===== src/rtl/uart_rx_fifo.sv =====
// Receive byte FIFO between a UART receiver and a CPU read port.
// Drops pushes when full (sticky Overflow) and raises a level interrupt at IRQ_LEVEL.
module uart_rx_fifo #(
    parameter int DEPTH     = 16,
    parameter int IRQ_LEVEL = 8
) (
    input  logic                       clk,
    input  logic                       rst_n,
    input  logic                       DataReadFromLine,
    input  logic [7:0]                 RxByte,
    input  logic [1:0]                 UARTOp,
    output logic [31:0]                ReadData,
    output logic                       ReadValid,
    output logic                       Empty,
    output logic                       Full,
    output logic [$clog2(DEPTH):0]     Count,
    output logic                       Overflow,
    output logic                       RxIrq
);

    localparam int AW = $clog2(DEPTH);
    localparam int CW = AW + 1;

    logic [7:0]    mem_q [DEPTH];
    logic [AW-1:0] wr_ptr_q, wr_ptr_d;
    logic [AW-1:0] rd_ptr_q, rd_ptr_d;
    logic [CW-1:0] count_q, count_d;
    logic [31:0]   read_data_q, read_data_d;
    logic          read_valid_q, read_valid_d;
    logic          overflow_q, overflow_d;

    logic pop_req, clr_req, is_full, is_empty;
    logic do_push, do_pop, drop;

    assign pop_req  = (UARTOp == 2'b01);
    assign clr_req  = (UARTOp == 2'b11);
    assign is_full  = (count_q == CW'(DEPTH));
    assign is_empty = (count_q == '0);

    // A pop in the same cycle frees the slot, so a full FIFO still accepts the push.
    assign do_pop  = pop_req && !is_empty;
    assign do_push = DataReadFromLine && (!is_full || do_pop);
    assign drop    = DataReadFromLine && !do_push;

    always_comb begin
        wr_ptr_d     = wr_ptr_q;
        rd_ptr_d     = rd_ptr_q;
        count_d      = count_q;
        read_data_d  = read_data_q;
        read_valid_d = 1'b0;
        overflow_d   = overflow_q;

        if (do_push) begin
            wr_ptr_d = wr_ptr_q + AW'(1);
        end
        if (do_pop) begin
            rd_ptr_d     = rd_ptr_q + AW'(1);
            read_data_d  = {24'b0, mem_q[rd_ptr_q]};
            read_valid_d = 1'b1;
        end

        case ({do_push, do_pop})
            2'b10:   count_d = count_q + CW'(1);
            2'b01:   count_d = count_q - CW'(1);
            default: count_d = count_q;
        endcase

        if (drop) begin
            overflow_d = 1'b1;
        end else if (clr_req) begin
            overflow_d = 1'b0;
        end
    end

    always_ff @(posedge clk or negedge rst_n) begin
        if (!rst_n) begin
            wr_ptr_q     <= '0;
            rd_ptr_q     <= '0;
            count_q      <= '0;
            read_data_q  <= '0;
            read_valid_q <= 1'b0;
            overflow_q   <= 1'b0;
        end else begin
            wr_ptr_q     <= wr_ptr_d;
            rd_ptr_q     <= rd_ptr_d;
            count_q      <= count_d;
            read_data_q  <= read_data_d;
            read_valid_q <= read_valid_d;
            overflow_q   <= overflow_d;
        end
    end

    // Storage is not reset; pointers and count alone define what is valid.
    always_ff @(posedge clk) begin
        if (do_push) begin
            mem_q[wr_ptr_q] <= RxByte;
        end
    end

    assign ReadData  = read_data_q;
    assign ReadValid = read_valid_q;
    assign Count     = count_q;
    assign Empty     = is_empty;
    assign Full      = is_full;
    assign Overflow  = overflow_q;
    assign RxIrq     = (count_q >= CW'(IRQ_LEVEL));

endmodule

===== config.mk =====
export PLATFORM = sky130hd
export DESIGN_NAME = uart_rx_fifo
export DESIGN_NICKNAME = d
export VERILOG_FILES = /design/src/rtl/uart_rx_fifo.sv
export SDC_FILE = /design/constraint.sdc
export NUM_CORES = 1
export LEC_CHECK = 0
export CORE_MARGIN = 2
export CORE_UTILIZATION = 50
export DETAILED_ROUTE_END_ITERATION = 8
export PLACE_DENSITY = 0.8
export REMOVE_ABC_BUFFERS = 1
export SLEW_MARGIN = 20
export SYNTH_ARGS = -nofsm -noshare
export SYNTH_HDL_FRONTEND = slang
export SYNTH_SLANG_ARGS = --single-unit

===== constraint.sdc =====
create_clock -name clk -period 3 [get_ports clk]
set_input_delay 0.45 -clock clk [delete_from_list [all_inputs] [get_ports clk]]
set_output_delay 0.45 -clock clk [all_outputs]
set_load 0.005 [all_outputs]

==> impl_metrics.json, run 1 <==
{
  "criticalPathCategory": "flip-flop to primary output",
  "syn2layout_area_growth_pct": 17.7,
  "ant_nets": 0,
  "worst_slew_pin_slew_ns": 0.603,
  "place_inst": 547,
  "core_area_sq_um": 12100,
  "overflow": 0,
  "clk_path_buf_depth": 2,
  "via_per_inst": 5.50,
  "cts_resized": 0,
  "power_leakage_nw": 2.60,
  "dpl.hpwl_microns": 7310,
  "synth_seq_area_share_pct": 70.8,
  "syn_avg_cell_area_sq_um": 18.2,
  "final_common_cell": "edfxtp_1",
  "drv_slew": 0,
  "clkPwrFrac_pct": 31.0,
  "p_per_area_nw_per_um2": 929,
  "r2r_start": "Count[1]$_DFFE_PN0P_",
  "fin_area_sq_um": 7350,
  "synth_ff_type": "edfxtp_1",
  "drt-initial-drc-count": 261,
  "p_comb_share_pct": 28.0,
  "wl_per_cell_microns": 20.9,
  "status": "completed",
  "firstDrtPassIters": 5,
  "grt_pass1_vias": 3288,
  "place_congestion": 0.858,
  "nets": 420,
  "hold_class": "primary input to async pin",
  "synth.ff_latch_count": 151,
  "antenna_found_initial": 0,
  "die_area_sq_um": 13400,
  "hold_viol_final": 0,
  "critPathCaptureType": "primary output",
  "ys_types": 37,
  "p_sw_share_pct": 29.6,
  "core.rowCount": 40,
  "vias": 3183,
  "clk_pin_slew_ns": 0.07,
  "setup_violations": 0,
  "cts_hold_buffers": 0,
  "synth_cells": 343,
  "synth_edf_count": 128,
  "grt.total_usage_pct": 19.7,
  "fp.dieH_microns": 116,
  "cts_buffers": 17,
  "grt_pass1_wl_microns": 18700,
  "tns_ns": 0,
  "die_w_microns": 116,
  "synthesis.area_sq_um": 6240,
  "relSlewSlack_pct": 59.7,
  "timing.final.crit_share_pct": 85.0,
  "place_area_sq_um": 6760,
  "routed_wl_microns": 12100,
  "grt_max_degree": 35,
  "clock_skew_ns": 0.0121,
  "finalNonFillerCells": 579,
  "max_freq_mhz": 392,
  "p_seq_share_pct": 41.1,
  "yosysWarnings": 0,
  "layout_common_cells": "edfxtp_1 (128), mux4_2 (32), clkdlybuf4s50_1 (29)",
  "cp.arrival_ns": 2.10,
  "peakVddDrop_v": 0.000506,
  "cts_tree": "yes",
  "cts_root_buffer": "clkbuf_16",
  "cap_violations": 0,
  "cts_setup_buffers": 0,
  "start_kind": "flip-flop",
  "clkSinkCount": 151,
  "port-buffer-count": 30,
  "crit_start": "Count[1]$_DFFE_PN0P_",
  "period_needed_ns": 2.55,
  "clk_latency_ns": 0.42,
  "drc_errors": 0,
  "final_util_pct": 60.7,
  "ios": 55,
  "rsz0062_at_grt": "false",
  "worst-path-max-fanout": 6,
  "critPathRequiredTime_ns": 2.55,
  "htreeDepth": 4,
  "internal-power_w": 0.00480,
  "drive_gt1_share_pct": 23.4,
  "switching_power_w": 0.00202,
  "diodes": 0,
  "async_reset_ff_share_pct": 15.2,
  "initial_core_util_pct": 51.5
}
-- worst paths after layout --
check / endpoint / slack (ns) / cells after the start
min reg2reg: ReadData[6]$_DFFE_PN0P_ / 0.49 / 2
min: ReadData[4]$_DFFE_PN0P_ / 0.01 / 1
max in group asynchronous: rd_ptr_q[2]$_DFFE_PN0P_ / 2.59 / 1
max: Full / 0.45 / 4
max reg2reg: Count[4]$_DFFE_PN0P_ / 0.61 / 7
min in group clk: ReadData[6]$_DFFE_PN0P_ / 0.49 / 2
-- logic make-up (layout without fill, tap and decap cells) --
logic type / Yosys count / in the layout / synth area share (%)
DFF: 151 / 151 / 70.8
and+or+nand+nor: 56 / 56 / 4.33
muxes: 51 / 51 / 14.7
buffers and inverters: 44 / 89 / 4.41
AOI/OAI and AO/OA: 23 / 23 / 2.71
adders and majority gates: 9 / 9 / 1.92
xor gates and xnor gates: 8 / 8 / 1.12
other: 1 / 24 / 0.0601
-- through the flow --
step | setup WS (ns) | hold WS, ns | total power [W]
2_1_floorplan | 0.582 | 0.154 | 0.00401
3_3_place_gp | 0.148 | 0.476 | 0.00466
3_5_place_dp | 0.0617 | 0.482 | 0.00474
4_1_cts | 0.417 | 0.496 | 0.00689
5_1_grt | 0.260 | 0.0510 | 0.00713
6_report | 0.449 | 0.00957 | 0.00683
-- per-layer routing --
metal  share of wire (%)  global-route usage [%]  vias to the layer above
li1                    -                       -                     1401
met1                  38                    24.3                     1604
met2                  52                    33.8                      157
met3                 7.6                    5.13                       21
met4                 1.7                    7.30                        0
met5                   0                       0                        -
-- sequential cells by signal, indices dropped and copies added, names as in the netlist --
signal	cells
Overflow	1
rd_ptr_q	4
ReadData	8
wr_ptr_q	4
Count	5
mem_q	128
ReadValid	1
-- cell type report --
class | count | area, sq um
inverter | 5 | 18.8
fill | 833 | 4760
tap | 168 | 210
clock buffer | 17 | 425
sequential | 151 | 4420
timing repair buffer | 52 | 473
multi-input combinational | 171 | 1630
clock inverter | 15 | 166
-- power by group through the flow --
| stage | combinational (W) | clock [W] | sequential [W] |
|---|---|---|---|
| final | 0.00191 | 0.00211 | 0.00280 |
| after global routing | 0.00207 | 0.00222 | 0.00284 |
| after CTS | 0.00194 | 0.00215 | 0.00281 |
| after detailed placement | 0.00190 | 0 | 0.00284 |
| after global placement | 0.00185 | 0 | 0.00281 |
| after floorplan | 0.00102 | 0 | 0.00298 |
-- critical path, stage by stage, from the launching register on --
cell and delay [ns]:
dfrtp_1 0.45, nor4_1 0.46, nand2_1 0.16, inv_1 0.11
clkdlybuf4s50_1 0.50
-- cell usage after synthesis, types with 4 or more instances --
master	instances	area share [%]
a21oi_1	4	0.32
buf_2	7	0.56
buf_4	25	3.0
clkbuf_1	5	0.30
dfrtp_1	23	9.2
edfxtp_1	128	62
ha_1	8	1.6
inv_1	5	0.30
mux2i_1	16	2.6
mux4_2	32	12
nand2_1	23	1.4
nand2b_1	5	0.50
nor2_1	13	0.78
nor3_1	5	0.40
o221ai_1	9	1.3
xnor2_1	7	0.98
(Power assumes the default switching activity.)
==> run 2: changes to the inputs <==
- CORE_ASPECT_RATIO: default -> 1.1
==> run 2 against run 1 <==
Against the previous run: global-route usage fell by 0.59 points; die area barely moved; utilization rose by 0.12 points; largest power group unchanged; highest routed layer unchanged.
==> impl_metrics.json, run 2 (synthesized netlist as in run 1, its figures left out) <==
{
  "status": "completed",
  "drt-initial-drc-count": 316,
  "firstDrtPassIters": 4,
  "r2r_start": "Count[1]$_DFFE_PN0P_",
  "period_needed_ns": 2.75,
  "dpl.hpwl_microns": 7330,
  "internal-power_w": 0.00494,
  "place_inst": 534,
  "vias": 3163,
  "p_comb_share_pct": 26.3,
  "critPathCaptureType": "flip-flop",
  "cts_buffers": 17,
  "cp.arrival_ns": 3.01,
  "routed_wl_microns": 11900,
  "initial_core_util_pct": 51.6,
  "dp_slack_ns": 0.0434,
  "grt_pass1_wl_microns": 18600,
  "syn2layout_area_growth_pct": 17.7,
  "final.fill_count": 849,
  "htreeDepth": 4,
  "cts_hold_buffers": 0,
  "max_freq_mhz": 364,
  "final_common_cell": "edfxtp_1",
  "setup_violations": 0,
  "place_congestion": 0.813,
  "finalNonFillerCells": 566,
  "cts_resized": 0,
  "critPathRequiredTime_ns": 3.26,
  "rsz0062_at_grt": "false",
  "start_kind": "flip-flop",
  "relSlewSlack_pct": 42.4,
  "grt_max_degree": 24,
  "drv_slew": 0,
  "clock_skew_ns": 0.0190,
  "p_sw_share_pct": 27.8,
  "power_leakage_nw": 2.62,
  "cts_tree": "yes",
  "regMostFlops": "mem_q",
  "criticalPathCategory": "flip-flop to flip-flop",
  "peakVddDrop_v": 0.000484,
  "clkPwrFrac_pct": 31.4,
  "fp.dieH_microns": 121,
  "hold_viol_final": 0,
  "cts_setup_buffers": 0,
  "ios": 55,
  "clk_latency_ns": 0.43,
  "r2r_setup_slack_ns": 0.25,
  "overflow": 0,
  "port-buffer-count": 30,
  "core.rowCount": 42,
  "layout_common_cells": "edfxtp_1 (128), mux4_2 (32), clkdlybuf4s50_1 (30)",
  "largest_reg_flops": 128,
  "ant_nets": 0,
  "setup_slack_ns": 0.253,
  "cap_violations": 0,
  "reg2reg_to": "ReadData[4]$_DFFE_PN0P_",
  "core_area_sq_um": 12100,
  "r2r_cells": 5,
  "hold_class": "primary input to async pin",
  "switching_power_w": 0.00190,
  "timing.final.crit_share_pct": 91.6,
  "worst-path-max-fanout": 11,
  "worst_slew_pin_slew_ns": 0.859,
  "die_area_sq_um": 13400,
  "via_per_inst": 5.59,
  "clkSinkCount": 151,
  "die_w_microns": 111,
  "p_seq_share_pct": 42.3,
  "grt_pass1_vias": 3223,
  "grt.total_usage_pct": 19.1,
  "antenna_found_initial": 0,
  "clk_pin_slew_ns": 0.06,
  "wl_per_cell_microns": 21.0,
  "drive_gt1_share_pct": 22.1,
  "diodes": 0,
  "drc_errors": 0,
  "tns_ns": 0,
  "cts_root_buffer": "clkbuf_16",
  "p_per_area_nw_per_um2": 931,
  "nets": 421,
  "clk_path_buf_depth": 2
}
run 2: changes by cell type in the layout (fill, tap and decap cells not counted), moves of 2 or more:
cell	delta
bufinv_16	+2
clkbuf_1	+4
clkinv_2	+4
clkinvlp_4	-3
inv_6	-6
run 2: power groups by stage:
stage / logic, W / registers [W] / clock network [W]
5_1_grt: 0.00195 / 0.00294 / 0.00225
4_1_cts: 0.00183 / 0.00290 / 0.00218
6_report: 0.00180 / 0.00289 / 0.00215
3_5_place_dp: 0.00181 / 0.00294 / 0
3_3_place_gp: 0.00175 / 0.00292 / 0
2_1_floorplan: 0.00102 / 0.00298 / 0
run 2: per-stage QoR:
step	hold WS, ns	util [%]	cell area [sq um]	power, W
floorplan	0.154	-	6070	0.00401
global placement	0.473	55.9	6750	0.00467
detailed placement	0.490	55.9	6750	0.00475
CTS	0.394	60.8	7350	0.00691
global route	0.418	60.8	7350	0.00715
finish	0.401	60.8	7350	0.00684
run 2: final cells by class:
type                       count  area (sq um)  area share, %
multi-input combinational    171          1630           22.2
clock buffer                  21           440           5.99
tap                          154           193           2.62
clock inverter                11           155           2.11
sequential                   151          4420           60.2
inverter                       5          18.8          0.255
timing repair buffer          53           485           6.61
run 2: how the worst max path moves through the flow:
stage / end / depth (start not counted) / start
floorplan: ReadData[0]$_DFFE_PN0P_ / 3 / rd_ptr_q[2]$_DFFE_PN0P_
global placement: Count[4]$_DFFE_PN0P_ / 8 / UARTOp[0]
detailed placement: Count[4]$_DFFE_PN0P_ / 8 / UARTOp[0]
CTS: ReadData[0]$_DFFE_PN0P_ / 5 / Count[0]$_DFFE_PN0P_
global route: ReadData[0]$_DFFE_PN0P_ / 5 / Count[1]$_DFFE_PN0P_
finish: ReadData[4]$_DFFE_PN0P_ / 5 / Count[1]$_DFFE_PN0P_
run 2: critical path: stages (launching register included):
cell	delay [ns]
dfrtp_1	0.44
or4_4	0.59
o21ai_1	0.69
inv_1	0.25
nand2b_1	0.39
o221ai_1	0.21
run 2: metal layers:
layer / vias to the layer above / share of wire (%) / track usage [%]
met1: 1627 / 38 / 23.7
met4: 0 / 2.0 / 8.28
met2: 120 / 53 / 32.1
li1: 1401 / - / -
met3: 15 / 6.6 / 4.95
met5: - / 0 / 0
==> run 3: changes to the inputs <==
==> constraint.sdc (replaced) <==
create_clock -name clk -period 3.1 [get_ports clk]
set_input_delay 0.31 -clock clk [delete_from_list [all_inputs] [get_ports clk]]
set_output_delay 0.31 -clock clk [all_outputs]
set_load 0.005 [all_outputs]
==> run 3 against run 2 <==
Against the previous run: via count increased by 1.5%; critical path depth decreased by 1; register-to-register slack improved by 0.39 ns; design area increased by 0.43%; utilization increased by 0.26 points; sequential power about the same; worst setup slack improved by 0.34 ns; global-route usage about the same; critical endpoint is now Full; largest power group unchanged.
==> impl_metrics.json, run 3 (synthesized netlist as in run 1, its figures left out) <==
{
  "status": "completed",
  "worst_slew_pin_slew_ns": 1.08,
  "drv_slew": 0,
  "r2r_cells": 7,
  "clkSinkCount": 151,
  "clk_latency_ns": 0.42,
  "cp.arrival_ns": 2.19,
  "path_delay_family": "simple AND/OR/NAND/NOR gates",
  "drt-initial-drc-count": 271,
  "drc_errors": 0,
  "grt_pass1_wl_microns": 18700,
  "port-buffer-count": 30,
  "firstDrtPassIters": 5,
  "drive_gt1_share_pct": 23.7,
  "max_freq_mhz": 399,
  "layout_common_cells": "edfxtp_1 (128), mux4_2 (32), clkdlybuf4s50_1 (29)",
  "wl_per_cell_microns": 20.9,
  "dpl.hpwl_microns": 7690,
  "period_needed_ns": 2.50,
  "final.fill_count": 877,
  "criticalPathCategory": "flip-flop to primary output",
  "rsz0062_at_grt": "false",
  "final_common_cell": "edfxtp_1",
  "initial_core_util_pct": 51.6,
  "grt_max_degree": 24,
  "routed_wl_microns": 11900,
  "hold_class": "primary input to async pin",
  "ant_nets": 0,
  "diodes": 0,
  "worst-path-max-fanout": 6,
  "crit_chain": "nor4_1, nand2_1, inv_1, clkdlybuf4s50_1",
  "start_kind": "flip-flop",
  "tns_ns": 0,
  "htreeDepth": 4,
  "multi_input_area_sq_um": 1630,
  "r2r_start": "Count[0]$_DFFE_PN0P_",
  "regMostFlops": "mem_q",
  "hold_viol_final": 0,
  "critPathRequiredTime_ns": 2.79,
  "cts_root_buffer": "clkbuf_16",
  "largest_reg_flops": 128,
  "core.rowCount": 42,
  "peakVddDrop_v": 0.000483,
  "cap_violations": 0,
  "clock_skew_ns": 0.00914,
  "antenna_found_initial": 0,
  "r2r_setup_slack_ns": 0.64,
  "syn2layout_area_growth_pct": 18.2,
  "ios": 55,
  "via_per_inst": 5.62,
  "finalNonFillerCells": 571,
  "reg2reg_to": "Count[4]$_DFFE_PN0P_",
  "core_area_sq_um": 12100,
  "setup_slack_ns": 0.596,
  "timing.final.crit_share_pct": 80.8,
  "die_area_sq_um": 13400,
  "slowest_delay_ns": 0.52,
  "grt_pass1_vias": 3341,
  "overflow": 0,
  "relSlewSlack_pct": 27.8,
  "p_per_area_nw_per_um2": 892,
  "power_leakage_nw": 2.66,
  "regArea_sq_um": 4420,
  "dp_slack_ns": 0.253,
  "cts_tree": "yes",
  "clk_pin_slew_ns": 0.06,
  "clk_path_buf_depth": 2,
  "nets": 426,
  "cts_buffers": 17,
  "path_buf_inv": 2,
  "vias": 3210,
  "critPathCaptureType": "primary output",
  "setup_violations": 0,
  "fp.dieH_microns": 121,
  "slowest_stage": "nor4_1",
  "grt.total_usage_pct": 19.2,
  "crit_start": "Count[0]$_DFFE_PN0P_",
  "final_util_pct": 61.0,
  "place_inst": 538,
  "place_congestion": 0.813,
  "die_w_microns": 111,
  "holdWs_ns": 0.410
}
[run 3: changes by cell type in the layout (fill, tap and decap cells not counted), moves of 2 or more]
cell / delta
buf_4: +5
clkbuf_8: +3
bufinv_16: -4
clkbuf_16: +4
clkinv_1: -2
[run 3: worst reg2reg max path, cell delays in order (launching register included)]
cell	delay [ns]
dfrtp_1	0.46
nor4_1	0.53
a21oi_1	0.25
fa_1	0.44
a21o_1	0.17
a21o_1	0.20
o21ai_0	0.15
o221ai_1	0.13
[run 3: how the worst max path moves through the flow]
stage	slack, ns	end	cells after the start
after floorplan	0.68	ReadData[0]$_DFFE_PN0P_	3
after global placement	0.33	Count[4]$_DFFE_PN0P_	8
after detailed placement	0.25	Count[4]$_DFFE_PN0P_	8
after CTS	0.58	Full	4
after global routing	0.48	Count[4]$_DFFE_PN0P_	7
final	0.60	Full	4
[run 3: timing repair]
item / in CTS / in global routing
endpoints found under the hold margin: 0 / 23
resized for setup: 0 / 0
hold buffers: 0 / 1
setup buffers: 0 / 0
[run 3: layer usage]
layer | part of all wire (%) | vias up | track usage (%)
li1 | - | 1418 | -
met1 | 40 | 1659 | 22.5
met2 | 53 | 112 | 33.5
met3 | 5.1 | 21 | 5.34
met4 | 2.4 | 0 | 7.81
met5 | 0 | - | 0
[run 3: cell type report]
cell class | count | area share [%]
Clock buffer | 27 | 7.83
Sequential cell | 151 | 59.9
Timing Repair Buffer | 58 | 6.88
Clock inverter | 5 | 0.356
Multi-Input combinational cell | 171 | 22.1
Tap cell | 154 | 2.61
Inverter | 5 | 0.254
[run 3: where the power goes]
group | switching, W | internal, W
clock | 0.000749 | 0.00128
sequential | 0.000353 | 0.00251
combinational | 0.000752 | 0.000945
[run 3: metrics by stage]
stage / cell area (sq um) / total power (W)
CTS: 7370 / 0.00664
floorplan: 6070 / 0.00388
global placement: 6770 / 0.00453
detailed placement: 6770 / 0.00461
global route: 7380 / 0.00688
finish: 7380 / 0.00658
